<file path="src/rtl/fifo_uart_tx_pkg.sv">
// Shared definitions for the FIFO-fed UART transmitter.
// Optional parity stage enabled by defining FIFO_UART_TX_PARITY_EN.
package fifo_uart_tx_pkg;

   localparam logic        IDLE_LEVEL      = 1'b1;
   localparam logic        START_LEVEL     = 1'b0;
   localparam logic        STOP_LEVEL      = 1'b1;
   localparam int unsigned DEFAULT_CLK_DIV = 16;

   typedef enum logic [2:0] {
      IDLE,
      FETCH,
      LOAD,
      START,
      DATA,
`ifdef FIFO_UART_TX_PARITY_EN
      PARITY,
`endif
      STOP
   } state_t;

endpackage

</file>
<file path="src/rtl/uart_baud_cnt.sv">
// Bit-period counter: tick marks the last clk cycle of each serial bit.
module uart_baud_cnt
   import fifo_uart_tx_pkg::*;
#(
   parameter int unsigned CLK_DIV = DEFAULT_CLK_DIV
) (
   input  logic clk,
   input  logic rst,
   input  logic clear,
   output logic tick
);

   localparam int unsigned CNT_W = (CLK_DIV > 1) ? $clog2(CLK_DIV) : 1;

   logic [CNT_W-1:0] cnt;

   assign tick = (cnt == CNT_W'(CLK_DIV - 1));

   always_ff @(posedge clk) begin
      if (!rst || clear || tick)
         cnt <= '0;
      else
         cnt <= cnt + 1'b1;
   end

endmodule

</file>
<file path="src/rtl/fifo_uart_tx.sv">
// UART transmitter that pulls bytes from a FIFO (1-cycle read latency).
// Build option FIFO_UART_TX_PARITY_EN adds an even parity bit before stop.
module fifo_uart_tx
   import fifo_uart_tx_pkg::*;
#(
   parameter int unsigned DATA_W  = 8,
   parameter int unsigned CLK_DIV = DEFAULT_CLK_DIV
) (
   input  logic              clk,
   input  logic              rst,
   input  logic              fifo_empty,
   input  logic [DATA_W-1:0] fifo_data,
   output logic              fifo_r_en,
   output logic              tx,
   output logic              busy,
   output logic              tx_done
);

   localparam int unsigned BIT_W = (DATA_W > 1) ? $clog2(DATA_W) : 1;

   state_t            state, state_nxt;
   logic [DATA_W-1:0] shift_reg;
   logic [BIT_W-1:0]  bit_cnt;
   logic              tick;
   logic              last_bit;
   logic              tx_nxt;
`ifdef FIFO_UART_TX_PARITY_EN
   logic              par_bit;
`endif

   uart_baud_cnt #(.CLK_DIV(CLK_DIV)) u_baud (
      .clk   (clk),
      .rst   (rst),
      .clear (state_nxt != state),
      .tick  (tick)
   );

   assign last_bit = (bit_cnt == BIT_W'(DATA_W - 1));
   assign busy     = (state != IDLE);

   always_comb begin
      state_nxt = state;
      fifo_r_en = 1'b0;
      tx_done   = 1'b0;
      tx_nxt    = IDLE_LEVEL;
      case (state)
         IDLE:  if (!fifo_empty) state_nxt = FETCH;
         FETCH: begin
            if (fifo_empty)
               state_nxt = IDLE;
            else begin
               fifo_r_en = 1'b1;
               state_nxt = LOAD;
            end
         end
         LOAD:  state_nxt = START;
         START: begin
            tx_nxt = START_LEVEL;
            if (tick) state_nxt = DATA;
         end
         DATA: begin
            tx_nxt = shift_reg[0];
`ifdef FIFO_UART_TX_PARITY_EN
            if (tick && last_bit) state_nxt = PARITY;
`else
            if (tick && last_bit) state_nxt = STOP;
`endif
         end
`ifdef FIFO_UART_TX_PARITY_EN
         PARITY: begin
            tx_nxt = par_bit;
            if (tick) state_nxt = STOP;
         end
`endif
         STOP: begin
            tx_nxt = STOP_LEVEL;
            if (tick) begin
               tx_done   = 1'b1;
               state_nxt = fifo_empty ? IDLE : FETCH;
            end
         end
         default: state_nxt = IDLE;
      endcase
   end

   always_ff @(posedge clk) begin
      if (!rst)
         state <= IDLE;
      else
         state <= state_nxt;
   end

   // tx is registered from the current state, so the line trails the FSM by
   // one cycle: start edge lands on the third edge after leaving IDLE.
   always_ff @(posedge clk) begin
      if (!rst) begin
         tx        <= IDLE_LEVEL;
         shift_reg <= '0;
         bit_cnt   <= '0;
`ifdef FIFO_UART_TX_PARITY_EN
         par_bit   <= 1'b0;
`endif
      end else begin
         tx <= tx_nxt;
         if (state == LOAD) begin
            shift_reg <= fifo_data;
            bit_cnt   <= '0;
`ifdef FIFO_UART_TX_PARITY_EN
            par_bit   <= ^fifo_data;
`endif
         end else if (state == DATA && tick) begin
            shift_reg <= shift_reg >> 1;
            bit_cnt   <= last_bit ? '0 : bit_cnt + 1'b1;
         end
      end
   end

endmodule

</file>
<file path="config.mk">
export PLATFORM = sky130hd
export DESIGN_NAME = fifo_uart_tx
export DESIGN_NICKNAME = d
export VERILOG_FILES = /design/src/rtl/fifo_uart_tx_pkg.sv /design/src/rtl/uart_baud_cnt.sv /design/src/rtl/fifo_uart_tx.sv
export SDC_FILE = /design/constraint.sdc
export NUM_CORES = 1
export LEC_CHECK = 0
export CAP_MARGIN = 10
export CELL_PAD_IN_SITES_DETAIL_PLACEMENT = 1
export CELL_PAD_IN_SITES_GLOBAL_PLACEMENT = 2
export CORE_UTILIZATION = 33
export DETAILED_ROUTE_END_ITERATION = 16
export GPL_TIMING_DRIVEN = 0
export PLACE_DENSITY = 0.78
export SLEW_MARGIN = 5
export SYNTH_ARGS = -nofsm -noshare
export SYNTH_HDL_FRONTEND = slang
export SYNTH_SLANG_ARGS = --single-unit
</file>
<file path="constraint.sdc">
create_clock -name clk -period 3.2 [get_ports clk]
set_input_delay 0.48 -clock clk [delete_from_list [all_inputs] [get_ports clk]]
set_output_delay 0.48 -clock clk [all_outputs]
set_load 0.01 [all_outputs]
</file>
==> results.yml <==
detailed_routing:
  remaining_drc_errors: 0
  first_pass_iters: 4
  postRouteAntennaNets: 0
  viasPerCell: 5.305
  via_count: 870
  wl_mm: 2.213
  drt_iter0_drc: 18
  post_drt_wl_per_cell_um: 13.49
critical_path:
  cp_slowest_cell: "clkdlybuf4s50_1"
  crit_buf_inv: 2
  path_depth: 5
  r2r_cells: 6
  endpoint: "tx_done"
  max_stage_delay_ps: 560
  cp_cell_sequence: "ha_1 > and3_4 > buf_6 > nor3b_1 > clkdlybuf4s50_1"
  cp-startpoint: "u_baud.cnt[0]"
  r2r_end: "bit_cnt[0]"
  crit_family: "buffers and inverters"
  reg2reg_slack_ps: 1650
  crit_type: "flip-flop to primary output"
  crit_arrival_ps: 2000
  cp-end-kind: "primary output"
  start_kind: "flip-flop"
  r2r_start: "u_baud.cnt[0]"
  required_ps: 2720
  worst-path-max-fanout: 10
flow_run:
  max_cap_violations: 0
global_route:
  track_usage: 0.1593
  overflow: 0
  antenna_found_initial: 0
  grt_pass1_vias: 857
  grt_max_degree: 11
  grt_pass1_wl_mm: 3.912
power_and_ir_drop:
  power.density_nw_per_um2: 378.7
  ir_worst_vdd_mv: 0.1913
  power_w: 0.0004544
  p_leak_nw: 0.4294
yosys:
  synth_warnings: 0
  synth.area.top_cells: "dfxtp_1, nand2_1, a31oi_1"
  yosys.area.top_type: "dfxtp_1"
  netlist.area_leader.share: 0.3824
  ys_seq_area_frac: 0.3824
  ys_types: 39
  syn_avg_cell_area_um2: 8.650
  postSynthCellCount: 115
  synth_area_um2: 994.7
  mappedNetlistNets: 129
  ys_seq_elements: 19
clocking:
  clock_latency_ps: 300
  clock-sinks: 19
  postCtsHoldBufs: 0
  cts_tree: "built"
  cts_buffer_depth: 2
  cts_root_buf: "clkbuf_4"
  cts.reportedPaths.clkPinSlew_ps: 110
  cts_buffers: 3
  post_cts.repair.setup_buffers: 0
  cts.htree.levels: 1
  cts_resized: 0
timing:
  maxSlewViolCount: 0
  finalClockSkew_ps: 0.9836
  max_slew_margin: 0.7432
  hold_viol: 0
  setup_viol: 0
  period_share: 0.7760
  clock.fmax_mhz: 402.7
  rsz0062_at_grt: "no"
  tightest_slew_ps: 382.3
  fin_crit_ps: 2483
  fin_tns_setup_ps: 0
cells_and_area:
  post-route-cell-area_um2: 1200
  drive_above_1_share: 0.1729
  instances_no_fill: 164
  n_antenna_cell: 0
  nets: 148
  largest_register_ff_count: 8
  syn_to_final_growth_pct: 20.63
  final_util: 0.4277
floorplanning:
  die_w_um: 56.90
  core_area_um2: 2805
  row_count: 19
  ioPinCount: 15
  die_h_um: 56.90
  die_area_um2: 3238
  start_util: 0.3546
min_path:
  min_path_cells: 2
  hold_path.class: "flip-flop to flip-flop"
placed_design:
  place_area_um2: 1174
  io_buffers: 14
  gp_congestion: 0.6771
  dp.cells: 160
  dp_hpwl_mm: 1.696
status:
  status: "finished, final reports clean"
worst reg2reg max path: cells and delay by family (launching register included):
family | cells | cell delay [ps]
fa+ha+maj | 1 | 200
simple gates | 3 | 620
compound gates | 1 | 120
flops | 1 | 400
buf+inv | 1 | 150
per-stage QoR:
step                      worst slack [ps]  hold WS, ps
after floorplan                       1547        439.5
after global placement               791.3        449.3
after detailed placement             764.8        463.1
after CTS                            676.2        480.0
after global routing                 566.0        506.5
final                                716.7        477.3
cell families after synthesis:
family | Yosys count | synth area share
flops | 19 | 0.3824
simple gates | 50 | 0.3107
compound gates | 29 | 0.1698
buf+inv | 11 | 0.07168
xor+xnor | 2 | 0.01761
fa+ha+maj | 3 | 0.03774
mux | 1 | 0.01006
where the power goes:
group,internal (W),switching (W),leakage [nW]
clock,0.0000486,0.0000784,0.0150
combinational,0.0000377,0.0000381,0.260
sequential,0.000246,0.00000503,0.154
synth_stat cells:
cell / n
nand2_1: 26
dfxtp_1: 19
o21ai_0: 9
a21oi_1: 8
a31oi_1: 8
buf_4: 3
ha_1: 3
and3_1: 2
buf_2: 2
buf_6: 2
nand2b_1: 2
nand3_1: 2
nor4_2: 2
nor4b_2: 2
a211oi_2: 1
a21boi_0: 1
and2_1: 1
and3_4: 1
clkbuf_1: 1
clkbuf_2: 1
inv_1: 1
inv_2: 1
mux2i_1: 1
nand2b_2: 1
nand3_2: 1
nand3b_1: 1
nor2_1: 1
nor2_4: 1
nor2b_1: 1
nor3_1: 1
nor3_2: 1
nor3b_1: 1
nor4_4: 1
o21a_1: 1
o22ai_1: 1
or2_1: 1
or3_1: 1
xnor2_1: 1
xor2_1: 1
area by class of cell:
type / instances / area, µm²
sequential: 19 / 380.4
buffer: 9 / 63.81
multi-input combinational: 85 / 543.0
timing repair buffer: 14 / 140.1
tap: 31 / 38.79
clock buffer: 4 / 26.28
fill: 346 / 1605
inverter: 2 / 7.507
routing by layer:
metal,global-route usage,wire length (µm),vias to the layer above
li1,-,-,440
met2,0.2538,1056,10
met5,0,0,-
met4,0.07317,29,0
met1,0.2011,1073,416
met3,0.04147,53,4
placed cells by master, fill, tap and decap left out, drive strengths merged, types with 2 or more instances in the layout:
cell	Yosys	final
clkdlybuf4s50	0	14
nor4b	2	2
nor3	2	2
nand3	3	3
dfxtp	19	19
nor2	2	2
clkbuf	2	6
buf	7	7
ha	3	3
nand2b	3	3
and3	3	3
a31oi	8	8
inv	2	2
nand2	26	26
nor4	3	3
o21ai	9	9
a21oi	8	8
worst min-delay path by stage:
stage,slack (ps),endpoint,from
after detailed placement,460,bit_cnt[2],bit_cnt[2]
final,480,bit_cnt[2],bit_cnt[2]
after CTS,480,bit_cnt[2],bit_cnt[2]
after floorplan,440,bit_cnt[1],bit_cnt[1]
after global routing,510,shift_reg[4],shift_reg[4]
after global placement,450,bit_cnt[1],bit_cnt[1]
Note: power is estimated with default switching activity, not from simulation.
